[config.mk]
export PLATFORM = sky130hd
export DESIGN_NAME = ro_freq_counter
export DESIGN_NICKNAME = d
export VERILOG_FILES = /design/src/rtl/ro_freq_counter_pkg.sv /design/src/rtl/ro_edge_sync.sv /design/src/rtl/ro_freq_counter.sv
export SDC_FILE = /design/constraint.sdc
export NUM_CORES = 1
export LEC_CHECK = 0
export ABC_CLOCK_PERIOD_IN_PS = 8060
export CAP_MARGIN = 10
export CORE_ASPECT_RATIO = 1.5
export CORE_MARGIN = 1
export CORE_UTILIZATION = 25
export DETAILED_ROUTE_END_ITERATION = 10
export PLACE_DENSITY = 0.4
export SLEW_MARGIN = 20
export SYNTH_ARGS = -nofsm -noshare
export SYNTH_HDL_FRONTEND = slang
export SYNTH_SLANG_ARGS = --single-unit
[constraint.sdc]
create_clock -name wb_clk_i -period 8.06 [get_ports wb_clk_i]
set_clock_uncertainty 0.05 [all_clocks]
set_input_delay 1.612 -clock wb_clk_i [delete_from_list [all_inputs] [get_ports wb_clk_i]]
set_output_delay 1.612 -clock wb_clk_i [all_outputs]
set_load 0.05 [all_outputs]
[src/rtl/ro_freq_counter_pkg.sv]
// ----------------------------------------------------------------------------
// ro_freq_counter_pkg
// Shared definitions for the ring-oscillator frequency counter:
//   - state_t    : measurement FSM states
//   - RO_NUM     : number of selectable oscillator inputs (X1_Y1..X5_Y1)
//   - CNT_W_DEF  : default width of the rising-edge counter
// ----------------------------------------------------------------------------
package ro_freq_counter_pkg;

    typedef enum logic [1:0] {
        IDLE   = 2'd0,
        SETTLE = 2'd1,
        GATE   = 2'd2,
        DONE   = 2'd3
    } state_t;

    localparam int RO_NUM    = 5;
    localparam int CNT_W_DEF = 24;

endpackage

[src/rtl/ro_edge_sync.sv]
// ----------------------------------------------------------------------------
// ro_edge_sync
// Brings one asynchronous oscillator output into the wb_clk_i domain through
// a SYNC_STG-deep flop chain, then flags each synchronized 0->1 transition
// with a one-cycle pulse using one extra history flop.
//
// Ports:
//   clk    : system clock
//   rst_n  : asynchronous active-low reset, clears every flop
//   din    : asynchronous oscillator level
//   rise   : one-cycle pulse per synchronized rising edge
// ----------------------------------------------------------------------------
module ro_edge_sync #(
    parameter int SYNC_STG = 2
) (
    input  logic clk,
    input  logic rst_n,
    input  logic din,
    output logic rise
);

    // Depths below two give no metastability protection, so clamp to two.
    localparam int STG = (SYNC_STG < 2) ? 2 : SYNC_STG;

    logic [STG-1:0] sync_q;
    logic           prev_q;

    always_ff @(posedge clk or negedge rst_n) begin
        if (!rst_n) begin
            sync_q <= '0;
            prev_q <= 1'b0;
        end else begin
            sync_q <= {sync_q[STG-2:0], din};
            prev_q <= sync_q[STG-1];
        end
    end

    assign rise = sync_q[STG-1] & ~prev_q;

endmodule

[src/rtl/ro_freq_counter.sv]
// ----------------------------------------------------------------------------
// ro_freq_counter
// Measures one of five ring oscillators by counting its rising edges over a
// programmable window of wb_clk_i cycles. A request latches the oscillator
// index, stage-select code and window length; the oscillator is enabled,
// allowed to settle for SETTLE_CYC cycles, counted for gate_len cycles, and
// the result is published with a one-cycle count_vld pulse.
//
// Ports:
//   wb_clk_i, wb_rst_n      : system clock, async active-low reset
//   meas_req, abort         : start / cancel a measurement
//   ro_idx, sel_cfg,gate_len: oscillator select (0-4), stage code, window
//   s1..s5, start           : stage selects and oscillator enable
//   X1_Y1..X5_Y1            : asynchronous oscillator outputs
//   busy                    : FSM not idle
//   count, count_vld, ovf   : result, new-result pulse, saturation flag
// ----------------------------------------------------------------------------
module ro_freq_counter
    import ro_freq_counter_pkg::*;
#(
    parameter int CNT_W      = CNT_W_DEF,
    parameter int SETTLE_CYC = 16,
    parameter int SYNC_STG   = 2
) (
    input  logic             wb_clk_i,
    input  logic             wb_rst_n,
    input  logic             meas_req,
    input  logic             abort,
    input  logic [2:0]       ro_idx,
    input  logic [4:0]       sel_cfg,
    input  logic [15:0]      gate_len,
    output logic             s1,
    output logic             s2,
    output logic             s3,
    output logic             s4,
    output logic             s5,
    output logic             start,
    input  logic             X1_Y1,
    input  logic             X2_Y1,
    input  logic             X3_Y1,
    input  logic             X4_Y1,
    input  logic             X5_Y1,
    output logic             busy,
    output logic [CNT_W-1:0] count,
    output logic             count_vld,
    output logic             ovf
);

    localparam int SET_W = (SETTLE_CYC > 1) ? $clog2(SETTLE_CYC) : 1;

    state_t             state;
    state_t             state_n;
    logic [SET_W-1:0]   settle_cnt;
    logic [15:0]        gate_cnt;
    logic [2:0]         idx_q;
    logic [4:0]         sel_q;
    logic [15:0]        glen_q;
    logic [CNT_W-1:0]   edge_cnt;
    logic [CNT_W-1:0]   edge_next;
    logic               sat_q;
    logic               sat_next;
    logic [CNT_W-1:0]   count_q;
    logic               ovf_q;
    logic               vld_q;
    logic               osc_sel;
    logic               osc_rise;
    logic               req_ok;
    logic               settle_last;
    logic               gate_last;

    // Select the latched oscillator before synchronizing so only one
    // synchronizer is needed; indices above four are never latched.
    always_comb begin
        osc_sel = 1'b0;
        case (idx_q)
            3'd0:    osc_sel = X1_Y1;
            3'd1:    osc_sel = X2_Y1;
            3'd2:    osc_sel = X3_Y1;
            3'd3:    osc_sel = X4_Y1;
            3'd4:    osc_sel = X5_Y1;
            default: osc_sel = 1'b0;
        endcase
    end

    ro_edge_sync #(
        .SYNC_STG (SYNC_STG)
    ) u_edge_sync (
        .clk   (wb_clk_i),
        .rst_n (wb_rst_n),
        .din   (osc_sel),
        .rise  (osc_rise)
    );

    assign req_ok      = meas_req && !abort && (ro_idx < 3'(RO_NUM));
    assign settle_last = (settle_cnt == SET_W'(SETTLE_CYC - 1));
    assign gate_last   = (gate_cnt == (glen_q - 16'd1));

    // Saturating increment: once all-ones, further edges only raise the
    // overflow flag so the reported count never wraps.
    always_comb begin
        edge_next = edge_cnt;
        sat_next  = sat_q;
        if (osc_rise) begin
            if (&edge_cnt) begin
                sat_next = 1'b1;
            end else begin
                edge_next = edge_cnt + CNT_W'(1);
            end
        end
    end

    always_ff @(posedge wb_clk_i or negedge wb_rst_n) begin
        if (!wb_rst_n) begin
            state <= IDLE;
        end else begin
            state <= state_n;
        end
    end

    // Next-state logic. abort beats a simultaneous request in IDLE and
    // cancels SETTLE/GATE without passing through DONE. A zero-length
    // window skips GATE entirely.
    always_comb begin
        state_n = state;
        case (state)
            IDLE: begin
                if (req_ok) begin
                    state_n = SETTLE;
                end
            end
            SETTLE: begin
                if (abort) begin
                    state_n = IDLE;
                end else if (settle_last) begin
                    state_n = (glen_q == 16'd0) ? DONE : GATE;
                end
            end
            GATE: begin
                if (abort) begin
                    state_n = IDLE;
                end else if (gate_last) begin
                    state_n = DONE;
                end
            end
            DONE: begin
                state_n = IDLE;
            end
            default: begin
                state_n = IDLE;
            end
        endcase
    end

    // Datapath. The result registers load on the edge that enters DONE,
    // including any edge arriving in the final GATE cycle, so count and
    // count_vld are valid together during DONE.
    always_ff @(posedge wb_clk_i or negedge wb_rst_n) begin
        if (!wb_rst_n) begin
            settle_cnt <= '0;
            gate_cnt   <= '0;
            idx_q      <= '0;
            sel_q      <= '0;
            glen_q     <= '0;
            edge_cnt   <= '0;
            sat_q      <= 1'b0;
            count_q    <= '0;
            ovf_q      <= 1'b0;
            vld_q      <= 1'b0;
        end else begin
            vld_q <= 1'b0;
            case (state)
                IDLE: begin
                    if (state_n == SETTLE) begin
                        idx_q      <= ro_idx;
                        sel_q      <= sel_cfg;
                        glen_q     <= gate_len;
                        settle_cnt <= '0;
                    end
                end
                SETTLE: begin
                    settle_cnt <= settle_cnt + SET_W'(1);
                    if (state_n == GATE) begin
                        edge_cnt <= '0;
                        sat_q    <= 1'b0;
                        gate_cnt <= '0;
                    end
                end
                GATE: begin
                    gate_cnt <= gate_cnt + 16'd1;
                    edge_cnt <= edge_next;
                    sat_q    <= sat_next;
                end
                default: begin
                end
            endcase
            if ((state_n == DONE) && (state != DONE)) begin
                vld_q   <= 1'b1;
                count_q <= (state == GATE) ? edge_next : '0;
                ovf_q   <= (state == GATE) && sat_next;
            end
        end
    end

    assign start     = (state == SETTLE) || (state == GATE);
    assign busy      = (state != IDLE);
    assign s1        = sel_q[0];
    assign s2        = sel_q[1];
    assign s3        = sel_q[2];
    assign s4        = sel_q[3];
    assign s5        = sel_q[4];
    assign count     = count_q;
    assign count_vld = vld_q;
    assign ovf       = ovf_q;

endmodule

; Yosys cells after proc, flatten, opt, wreduce, memory -nomap -nowiden
; Index checks and enable logic that the tools add are counted.
; Widths: inputs -> output; s select.
[op_classes]
addsub = 4
n_lt_le_gt_ge = 1
n_eq_ne = 15
muxes = 22
bitwise_logic = 2
n_reduce_logical = 16
[op_table]
columns = cell, n
row1 = $mux 24, 4
row2 = $pmux 24 s2, 1
row3 = $pmux 16 s2, 1
row4 = $add 24x1->24 const B, 1
row5 = $reduce_and 24->1, 1
row6 = $add 16x1->16 const B, 1
row7 = $eq 16x16->1, 1
row8 = $logic_not 16->1, 1
row9 = $mux 16, 1
row10 = $sub 16x1->16 const B, 1
row11 = $mux 2, 5
row12 = $eq 2x2->1 const B, 4
row13 = $pmux 2 s4, 1
row14 = $pmux 4 s2, 1
row15 = $eq 3x2->1 const B, 2
row16 = $ne 2x2->1 const B, 3
row17 = $reduce_and 2->1, 3
row18 = $reduce_bool 2->1, 3
row19 = $mux 1, 5
row20 = $pmux 1 s5, 1
row21 = $add 4x1->4 const B, 1
row22 = $eq 2x1->1 const B, 2
row23 = $eq 4x4->1 const B, 1
row24 = $logic_and 1x1->1, 4
row25 = 11 further kinds, 11
[word_totals]
ff_bits = 100
in_bits = 33
out_inout_bits = 33

; Longest topological paths before layout
; Gate-level depths: netlist of the first run.
[logic_depth]
depth_word = 8
ltp_mapped = 14
depth_no_buf = 10

; Hierarchy
; Synthesis of the first run repeated with hierarchy kept, for this count alone.
[hier_totals]
cells_unflattened = 727
area_unflattened_um2 = 6409.9
[by_module_without_submodules]
columns = module, n_inst, cells_per_inst, area_per_inst_um2
row1 = ro_freq_counter, 1, 723, 6321.1
row2 = ro_edge_sync, 1, 4, 88.8

; Worst setup path before layout of the first run
; OpenSTA, ideal clock, no wires.
[synth_timing]
path_type = input-to-reg
startpoint = in abort
endpoint = reg count_q[0], in the netlist count[0]
setup_time_ps = 128
arrival_ps = 3311
required_ps = 7882
path_slack_ps = 4571
cell_stages = 10
n_path_buf = 2
path_cell_list = nor2b_1 > nand3_1 > a211oi_1 > and4_1 > nand4b_4 > o21a_1 > buf_2 > nor2_2 > buf_4 > mux2_1
[synth_via]
elab_chain_cells = 7
elab_cells_between_ends = 9
classes_between = 1 x eq/ne / 4 x mux / 4 x reduce/logical
[synth_rtl]
columns = element, line_no
row1 = "start, declared", ro_freq_counter.sv:28  ; input logic abort,
row2 = $logic_not 1->1, ro_freq_counter.sv:94  ; assign req_ok = meas_req && !abort && (ro_idx < 3'(RO_NUM));
row3 = $logic_and 1x1->1 (2 in series), ro_freq_counter.sv:94
row4 = $mux 2, ro_freq_counter.sv:127  ; if (req_ok) begin
row5 = $pmux 2 s4 (*), ro_freq_counter.sv:125  ; case (state)
row6 = $eq 2x2->1 (*), ro_freq_counter.sv:196  ; if ((state_n == DONE) && (state != DONE)) begin
row7 = $logic_and 1x1->1 (*), ro_freq_counter.sv:196
row8 = "end signal, assigned", ro_freq_counter.sv:198  ; count_q <= (state == GATE) ? edge_next : '0;
row9 = "end, declared", ro_freq_counter.sv:62  ; logic [CNT_W-1:0] count_q;
; Mark *: on every way between the ends. The rest lies on a longest branch, timed or not.
; A chain may end at the register's enable or synchronous reset.

; Worst setup path after layout of the first run
[layout_timing]
startpoint = in abort
endpoint = reg gate_cnt[2]
[layout_via]
elab_chain_cells = 8
elab_cells_between_ends = 10
classes_between = 2 x eq/ne / 4 x mux / 4 x reduce/logical
[layout_rtl]
columns = element, line_no
row1 = $logic_not 1->1, ro_freq_counter.sv:94
row2 = $logic_and 1x1->1 (2 in series), ro_freq_counter.sv:94
row3 = $mux 2, ro_freq_counter.sv:127
row4 = $pmux 2 s4 (*), ro_freq_counter.sv:125
row5 = $eq 2x2->1 (*), ro_freq_counter.sv:182  ; if (state_n == GATE) begin
row6 = $ne 2x2->1 (no line) (*), n/a
row7 = $reduce_and 2->1 (no line) (*), n/a
row8 = "end signal, assigned", ro_freq_counter.sv:189  ; gate_cnt <= gate_cnt + 16'd1;
row9 = "end, declared", ro_freq_counter.sv:54  ; logic [15:0] gate_cnt;
; Marks and branches as above.

==> results of run 1 <==
-- per-layer routing --
| layer | track usage, % | vias to the layer above | share of wire [%] |
|---|---|---|---|
| li1 | - | 2222 | - |
| met1 | 14.28 | 2228 | 41 |
| met2 | 25.19 | 73 | 55 |
| met3 | 1.940 | 18 | 2.4 |
| met4 | 5.190 | 0 | 2.1 |
| met5 | 0 | - | 0 |
-- stage by stage --
stage / utilization, % / instances / hold WS, ns / setup WS [ns]
6_report: 30.58 / 899 / 0.3211 / 3.643
5_1_grt: 30.58 / 899 / 0.3393 / 3.341
4_1_cts: 30.58 / 899 / 0.3261 / 3.614
3_5_place_dp: 29.30 / 884 / 0.3092 / 3.246
3_3_place_gp: 29.30 / 884 / 0.3159 / 3.288
2_1_floorplan: - / 574 / 0.2812 / 4.571
-- power by group --
group	internal (mW)	leakage [nW]	total, mW	switching [mW]
clock network	0.227	0.138	0.433	0.206
registers	0.597	1.31	0.731	0.134
logic	0.302	1.31	0.628	0.327
total	1.13	2.76	1.79	0.667
-- worst max-delay path, stage by stage --
cell and delay (ns):
clkdlybuf4s50_1 0.48, nor2b_1 0.20, nand3_1 0.10, a211oi_1 0.20, and4_1 0.26, nand4b_4 0.16, a22oi_2 0.58, buf_4 0.59
nand2b_1 0.28, o21ai_0 0.12
-- logic make-up (layout without fill, tap and decap cells) --
| kind of cell | count (synthesis) | count (layout) | share of synthesized area, % |
|---|---|---|---|
| AND/OR/NAND/NOR | 187 | 187 | 18.45 |
| buffers and inverters | 51 | 100 | 4.357 |
| flip-flops | 100 | 100 | 43.57 |
| AO/OA/AOI/OAI | 162 | 162 | 18.50 |
| adder cells (fa/ha/maj) | 9 | 9 | 1.961 |
| XOR/XNOR | 23 | 23 | 3.508 |
| multiplexers | 42 | 42 | 9.651 |
-- final timing paths --
| path | depth (start not counted) | start | to |
|---|---|---|---|
| worst min register to register | 0 | u_edge_sync.sync_q[1] | u_edge_sync.prev_q |
| min in group asynchronous | 1 | wb_rst_n | count[18] |
| worst max-delay path | 10 | abort | gate_cnt[2] |
| max in group asynchronous | 2 | wb_rst_n | u_edge_sync.sync_q[0] |
| worst min-delay path | 0 | u_edge_sync.sync_q[1] | u_edge_sync.prev_q |
| worst max register to register | 9 | glen_q[2] | gate_cnt[2] |
-- layout make-up --
type,instances,area [um2]
Clock buffer,11,252.7
Timing Repair Buffer,71,693.2
Sequential cell,100,2502
Clock inverter,4,33.78
Tap cell,276,345.3
Fill cell,2319,15600
Inverter,14,52.55
Multi-Input combinational cell,423,2990
-- state kept, by name, summed over array words and instances, names as in the netlist --
name,cells
glen_q,16
sat_q,1
count_vld,1
count,24
edge_cnt,24
state,2
u_edge_sync.sync_q,2
u_edge_sync.prev_q,1
idx_q,3
ovf,1
sel_q,5
settle_cnt,4
gate_cnt,16
-- synth_stat cells, types with 16 or more instances --
master,count
nand3_1,16
o21ai_0,49
clkbuf_1,19
or3_1,16
mux2_4,20
a22o_1,22
o31ai_1,16
nand4_1,16
nand2_1,49
dfrtp_1,100
a21oi_1,26
==> summary.md, run 1 <==
| Metric | Value |
|---|---|
| Grt ovf | `0` |
| H-tree Lvls | `3` |
| Crit path kind | `in2reg` |
| Final WL | `15000 um` |
| Reg-to-reg setup timing slack | `3.83 ns` |
| Post-CTS Setup Inserts | `0` |
| Post-CTS sizing | `0` |
| DR vias | `4541` |
| RSZ-0062 raised after global routing | `false` |
| Most common cell after layout, fill and taps aside | `dfrtp_1` |
| Power Total | `1.793 mW` |
| Clk slew on worst S/H paths | `0.07 ns` |
| Die area | `about 0.024 mm2` |
| Die Y | `187.6 um` |
| Synth cell types | `between 60 and 70` |
| Max-cap violation count | `0` |
| CTS sink cnt | `100` |
| HP Class | `reg2reg` |
| Placer Congestion | `0.8380` |
| Port buffer count | `65` |
| Max VDD drop | `~150 uV` |
| Avg WL per Cell | `~17 um` |
| YS warnings | `0` |
| Hold Buf Count CTS | `0` |
| Async SR Flop Fraction | `100.0%` |
| # diodes | `0` |
| Syn avg cell area | `10.01 um2` |
| Gr usage total | `13.15%` |
| Tmin final | `4.417 ns` |
| CTS buffer count | `9` |
| P per Cell Area | `261.0 mW/mm2` |
| Worst slew margin | `36.59%` |
| Fmax | `226.4 MHz` |
| Vias in the first global route | `4680` |
| DRT iter0 DRCs | `229` |
| Seq/Total Area, Yosys | `between 40% and 50%` |
| Worst EP arrival | `4.60 ns` |
| Worst slew pin tran | `0.9512 ns` |
| Routed vias/inst | `5.051` |
| TNS Setup | `0 ns` |
| Starting Density | `25.56%` |
| CP Data Required Time | `8.24 ns` |
| Layout area overhead | `19.63%` |
| Global-route wire length before repair | `around 24000 um` |
| Clock Latency Late Sink | `0.35 ns` |
| Endpoints failing hold | `0` |
| Synth top area share | `43.57%` |
| Drt pass-1 iters | `4` |
| CTS tree | `built` |
| Antenna Nets Post-Route | `0` |
| Post-synth EDFFs | `0` |
| Post-synthesis register bit count | `100` |
| Largest cells by area after synthesis | `dfrtp_1 44%, mux2_4 5.2%, o21ai_0 4.3%` |
| Post-Synthesis Cells | `574` |
| Startpoint types | `input pin` |
| Rows | `67` |
| Most frequent cells in the layout | `100 x dfrtp_1, 64 x clkdlybuf4s50_1, 49 x nand2_1, 49 x o21ai_0, 26 x a21oi_1` |
| Pin count of the biggest net entering global routing | `approximately 70` |
| Post-Syn Area | `0.005743 mm2` |
| Main synth FF type | `dfrtp_1` |
| Detailed placement HPWL | `about 11000 um` |
| Placed Area | `0.006584 mm2` |
| Share of layout cells above drive strength 1 | `between 10 and 15%` |
| # DRC | `0` |
| Number of setup violations in the final report | `0` |
| Initial antenna violation count | `0` |
| Fin nets | `661` |
| Static leakage | `roughly 2.8 nW` |
| Mapped Nets | `616` |
| I/O pins | `66` |
| Root Driver | `clkbuf_16` |
| Core area | `0.02247 mm2` |
| Clock Tree Buf Depth | `2` |
| Status | `complete, no violations` |
| Die W | `125.8 um` |
| Tcrit/Tclk final | `a little over half` |
| Slew Limit Fails | `0` |
| Cell taking the most area after synthesis | `dfrtp_1` |
| Design Area, Final | `0.006870 mm2` |
| Crit path max fanout | `58` |
| Crit end category | `register` |
(Power assumes the default switching activity.)
==> run 2, diff against run 1 <==
Settings changed: ABC_CLOCK_PERIOD_IN_PS 8060 to 3670, PLACE_DENSITY 0.4 to 0.41.
Clock period 8.06 ns to 3.67 ns, I/O delays scaled along.
==> run 2 against run 1 <==
Effect of this change: largest cell class unchanged; total power grew 120%; worst setup slack lost 3.4 ns; non-clock buffer count grew 7.
==> summary.md, run 2 (same netlist as run 1, synthesis figures left out) <==
| Metric | Value |
|---|---|
| Setup slack at placement | `0.1035 ns (-3.143 ns)` |
| Clock Tree Buf Depth | `2 (unchanged)` |
| Die Y | `187.6 um (unchanged)` |
| CP Data Required Time | `3.87 ns (-4.37 ns)` |
| Endpoints failing hold | `0 (unchanged)` |
| Placed Area | `0.006699 mm2 (+1.7%)` |
| Tcrit/Tclk final | `between 90% and 100%` |
| Pin count of the biggest net entering global routing | `59 (-14%)` |
| Fin cells | `907 (+0.89%)` |
| Core area | `0.02247 mm2 (unchanged)` |
| CP max-delay cell | `dfrtp_1` |
| Detailed placement HPWL | `10340 um (-3.2%)` |
| Startpoint types | `register` |
| Rows | `67 (unchanged)` |
| CTS tree | `built` |
| DR vias | `4630 (+2.0%)` |
| TNS Setup | `0 ns (unchanged)` |
| Placed cell count | `891 (+0.79%)` |
| Cell mode on critical path | `inv_1` |
| Crit end category | `register` |
| Max-cap violation count | `0 (unchanged)` |
| Critical path cell sequence | `inv_1 > ha_1 > inv_1 > a2111oi_0 > o311ai_1 > o211ai_2 > nand4b_4 > or3b_1 > buf_4 > and2_4 > a211o_1` |
| Starting Density | `25.56% (unchanged)` |
| Slew Limit Fails | `0 (unchanged)` |
| Vias in the first global route | `4772 (+2.0%)` |
| Core Util, Final | `31.12% (+0.54 points)` |
| Root Driver | `clkbuf_16` |
| Power Total | `3.951 mW (+120%)` |
| Number of setup violations in the final report | `0 (unchanged)` |
| CTS sink cnt | `100 (unchanged)` |
| Global-route wire length before repair | `24780 um (+1.8%)` |
| Post-CTS Setup Inserts | `0 (unchanged)` |
| Reg-to-reg setup timing slack | `0.23 ns (-3.60 ns)` |
| Static leakage | `2.823 nW (+2.3%)` |
| DRT iter0 DRCs | `259 (+13%)` |
| Layout area overhead | `21.74%` |
| Register area | `0.002502 mm2 (unchanged)` |
| Share of layout cells above drive strength 1 | `12.84% (+1.3 points)` |
| Most frequent cells in the layout | `100 x dfrtp_1, 64 x clkdlybuf4s50_1, 49 x nand2_1, 49 x o21ai_0, 26 x a21oi_1` |
| Hold Buf Count CTS | `0 (unchanged)` |
| I/O pins | `66 (unchanged)` |
| Fin Hold WS | `0.3155 ns (-0.005529 ns)` |
| Fillers | `2320 (+0.043%)` |
| P per Cell Area | `565.1 mW/mm2 (+120%)` |
| # DRC | `0 (unchanged)` |
| CTS buffer count | `9 (unchanged)` |
| HP Class | `in2async` |
| Port buffer count | `65 (unchanged)` |
| Fmax | `291.1 MHz` |
| Die W | `125.8 um (unchanged)` |
| Initial antenna violation count | `0 (unchanged)` |
| Design Area, Final | `0.006992 mm2 (+1.8%)` |
| Fin worst setup slack | `0.2347 ns (-3.408 ns)` |
| Avg WL per Cell | `16.36 um (-1.9%)` |
| Worst EP arrival | `3.64 ns (-0.96 ns)` |
| Fin nets | `668 (+1.1%)` |
| Routed vias/inst | `5.105 (+1.1%)` |
| Antenna Nets Post-Route | `0 (unchanged)` |
| Clock Latency Late Sink | `0.37 ns (+0.02 ns)` |
| Status | `complete, no violations` |
| Clk slew on worst S/H paths | `0.08 ns (about the same)` |
| Worst slew margin | `39.84% (+3.3 points)` |
| Drt pass-1 iters | `5 (+1)` |
| Area of the multi-input gates | `0.002997 mm2 (+0.21%)` |
| Crit path max fanout | `9 (-84%)` |
| # diodes | `0 (unchanged)` |
| H-tree Lvls | `3 (unchanged)` |
| Worst slew pin tran | `0.8948 ns (-0.05642 ns)` |
| Max incr delay on CP | `0.46 ns (-0.13 ns)` |
| Most common cell after layout, fill and taps aside | `dfrtp_1` |
| Max VDD drop | `424.5 uV (+190%)` |
| Die area | `0.02359 mm2 (unchanged)` |
| Tmin final | `between 3 and 4 ns` |
| Placer Congestion | `0.8283 (-1.2%)` |
| Final WL | `14840 um (-1.0%)` |
| Grt ovf | `0 (unchanged)` |
| Crit path kind | `reg2reg` |
| RSZ-0062 raised after global routing | `false` |
| Gr usage total | `13.41% (+0.26 points)` |
## run 2: cell count changes in the layout (fill, tap and decap cells not counted), sizes merged
cell	change
buf	+7
clkbuf	-2
clkinv	+2
inv	+1
## run 2: worst paths after layout
path | start | cells past startpoint | end
max | glen_q[0] | 11 | settle_cnt[3]
min | wb_rst_n | 1 | count[18]
max reg2reg | glen_q[0] | 11 | settle_cnt[3]
min reg2reg | u_edge_sync.sync_q[1] | 0 | u_edge_sync.prev_q
max in group asynchronous | wb_rst_n | 2 | state[0]
min in group wb_clk_i | u_edge_sync.sync_q[1] | 0 | u_edge_sync.prev_q
## run 2: metal layers
layer	vias up	share of wire (%)	track usage (%)
met5	-	0	0
met4	0	1.9	4.541
met3	21	3.7	2.882
met2	105	55	25.34
met1	2267	39	14.57
li1	2237	-	-
## run 2: repair_timing
| action | CTS | global route |
|---|---|---|
| setup endpoints to repair | 0 | 3 |
| resized for setup | 0 | 1 |
| hold endpoints to repair | 0 | 0 |
## run 2: worst max-delay path: cells and delay by family (launching register included)
kind            cells  cell delay (ns)
compound gates      4             1.10
simple gates        3             0.78
buf+inv             3             0.55
flops               1             0.46
fa+ha+maj           1             0.39
## run 2: report_power, final
part	switching, mW	internal [mW]	leakage [nW]	total [mW]
Sequential	0.289	1.31	1.31	1.60
Combinational	0.694	0.699	1.37	1.39
Clock	0.486	0.473	0.139	0.958
## run 2: area by class of cell
type | count | share of cell area [%]
clock buffers | 9 | 3.221
clock inverters | 7 | 0.8769
inverters | 14 | 0.7516
multi-input cells | 423 | 42.86
flip-flops and latches | 100 | 35.79
well taps | 276 | 4.939
repair buffers | 78 | 11.56
==> run 3, diff against run 2 <==
Settings changed: CORE_ASPECT_RATIO 1.5 to 0.75.
==> run 3 against run 2 <==
Effect of this change: global-route usage about the same; clock-buffer cell count did not move; combinational power up 4%; worst hold slack got worse by 0.012 ns; flip-flop and latch count unchanged; via count up 0.52%; highest routed layer unchanged.
==> summary.md, run 3 (same netlist as run 1, synthesis figures left out) <==
| Metric | Value |
|---|---|
| Status | `complete, no violations` |
| CTS tree | `built` |
| Die Y | `133.3 um (-29%)` |
| I/O pins | `66 (unchanged)` |
| Comb power frac | `35.8% (+0.5 points)` |
| Source of the worst register-to-register timing path | `glen_q[2]` |
| Gr usage total | `13.41% (about the same)` |
| Die area | `0.02359 mm2 (about the same)` |
| Pint | `2.549 mW (+2.7%)` |
| Initial antenna violation count | `0 (unchanged)` |
| Fin cells | `924 (+1.9%)` |
| Worst slew margin | `39.99% (+0.15 points)` |
| Placer Congestion | `0.8145 (-1.7%)` |
| CP Data Required Time | `3.86 ns (about the same)` |
| Avg WL per Cell | `16.38 um (about the same)` |
| Most common cell after layout, fill and taps aside | `dfrtp_1` |
| Power Total | `4.031 mW (+2.0%)` |
| Fin worst setup slack | `0.2341 ns (-0.0005650 ns)` |
| CTS sink cnt | `100 (unchanged)` |
| Most frequent cells in the layout | `100 x dfrtp_1, 64 x clkdlybuf4s50_1, 49 x nand2_1, 49 x o21ai_0, 26 x a21oi_1` |
| Antenna Nets Post-Route | `0 (unchanged)` |
| RSZ-0062 raised after global routing | `false` |
| Fmax | `291.0 MHz (about the same)` |
| Critical hold path startpoint | `u_edge_sync.sync_q[0]` |
| Crit end category | `register` |
| Drt pass-1 iters | `5 (unchanged)` |
| Sequential share of power | `39.5% (-1.0 points)` |
| Hold endpoint | `u_edge_sync.sync_q[1]` |
| Design Area, Final | `0.007002 mm2 (+0.14%)` |
| Reg-to-reg setup timing slack | `0.23 ns (about the same)` |
| Number of setup violations in the final report | `0 (unchanged)` |
| TNS Setup | `0 ns (unchanged)` |
| Worst slew pin tran | `0.8925 ns (-0.002295 ns)` |
| DRT iter0 DRCs | `308 (+19%)` |
| Tmin final | `3.436 ns (+0.0005650 ns)` |
| Rows | `47 (-30%)` |
| H-tree Lvls | `3 (unchanged)` |
| Tcrit/Tclk final | `93.62% (about the same)` |
| Endpoints failing hold | `0 (unchanged)` |
| Pin count of the biggest net entering global routing | `75 (+27%)` |
| # diodes | `0 (unchanged)` |
| Slew Limit Fails | `0 (unchanged)` |
| Root Driver | `clkbuf_16` |
| Detailed placement HPWL | `10290 um (-0.53%)` |
| Setup slack at placement | `0.1389 ns (+0.03544 ns)` |
| Grt ovf | `0 (unchanged)` |
| FF-to-FF End | `settle_cnt[2]` |
| CTS buffer count | `9 (unchanged)` |
| Core Util, Final | `31.42% (+0.29 points)` |
| Post-CTS Setup Inserts | `0 (unchanged)` |
| Clock Tree Buf Depth | `2 (unchanged)` |
| Starting Density | `25.77% (+0.21 points)` |
| Hold Buf Count CTS | `0 (unchanged)` |
| Crit path kind | `reg2reg` |
| Static leakage | `2.818 nW (-0.17%)` |
| Net Switching | `1.481 mW (+0.84%)` |
| Max-cap violation count | `0 (unchanged)` |
| Max VDD drop | `183.8 uV (-57%)` |
| Layout area overhead | `21.92%` |
| Clock network power share | `24.7% (+0.4 points)` |
| Placed cell count | `908 (+1.9%)` |
| Register-to-Register Path Depth | `9 (-2)` |
| Clk slew on worst S/H paths | `0.07 ns (about the same)` |
| Core area | `0.02229 mm2 (-0.80%)` |
| P per Cell Area | `575.7 mW/mm2 (+1.9%)` |
| DR vias | `4654 (+0.52%)` |
| Global-route wire length before repair | `24780 um (unchanged)` |
| Crit path max fanout | `28 (+19)` |
| Share of layout cells above drive strength 1 | `12.54% (-0.30 points)` |
| Fin Hold WS | `0.3033 ns (-0.01227 ns)` |
| Die W | `177.0 um (+41%)` |
| Startpoint types | `register` |
| # DRC | `0 (unchanged)` |
| Worst EP arrival | `3.63 ns (about the same)` |
| Placed Area | `0.006701 mm2 (about the same)` |
| Final WL | `15130 um (+2.0%)` |
| Sw Share | `36.75% (-0.42 points)` |
| Vias in the first global route | `4552 (-4.6%)` |
| WHS Path Cells | `0` |
| Routed vias/inst | `5.037 (-1.3%)` |
| Port buffer count | `65 (unchanged)` |
| Clock Latency Late Sink | `0.36 ns (about the same)` |
| Fin nets | `667 (-0.15%)` |
| HP Class | `reg2reg` |
run 3: worst max path at each step:
stage | from | end | slack (ns) | cells past startpoint
final | glen_q[2] | settle_cnt[2] | 0.23 | 9
after global routing | glen_q[2] | gate_cnt[9] | 0.06 | 9
after CTS | glen_q[2] | settle_cnt[2] | 0.18 | 9
after detailed placement | abort | gate_cnt[2] | 0.14 | 10
after global placement | abort | gate_cnt[2] | 0.21 | 10
after floorplan | glen_q[2] | count[0] | 0.61 | 12
run 3: final cells by class:
| cell class | count | area [um2] |
|---|---|---|
| clock buffer | 9 | 225.2 |
| tap | 294 | 367.9 |
| fill | 2237 | 15290 |
| multi-input combinational | 423 | 2992 |
| sequential | 100 | 2502 |
| clock inverter | 7 | 73.82 |
| inverter | 14 | 52.55 |
| timing repair buffer | 77 | 788.3 |
run 3: repair_timing:
action,CTS,global route
endpoints found under the setup margin,0,1
resized for setup,0,1
endpoints found under the hold margin,0,0
run 3: critical path, cell delays in order, from the launching register on:
cell and delay [ns]:
dfrtp_1 0.48, or4_1 0.77, a2111oi_1 0.40, o311ai_1 0.17, o211ai_2 0.18, nand4b_4 0.19
or3b_1 0.41, buf_12 0.21, and2_4 0.17, a211o_1 0.29
run 3: layer usage:
metal	share of wire [%]	vias to the layer above	GRT usage, %
met1	52	2306	19.56
met5	0	-	0
li1	-	2240	-
met2	43	97	19.81
met4	1.2	0	3.975
met3	4.2	11	2.626
run 3: power by group through the flow:
stage / clock network (mW) / registers (mW) / logic (mW)
after global placement: 0 / 1.61 / 1.41
after global routing: 1.08 / 1.63 / 1.57
after CTS: 1.05 / 1.60 / 1.45
after floorplan: 0 / 1.59 / 1.06
final: 0.997 / 1.59 / 1.44
after detailed placement: 0 / 1.62 / 1.44
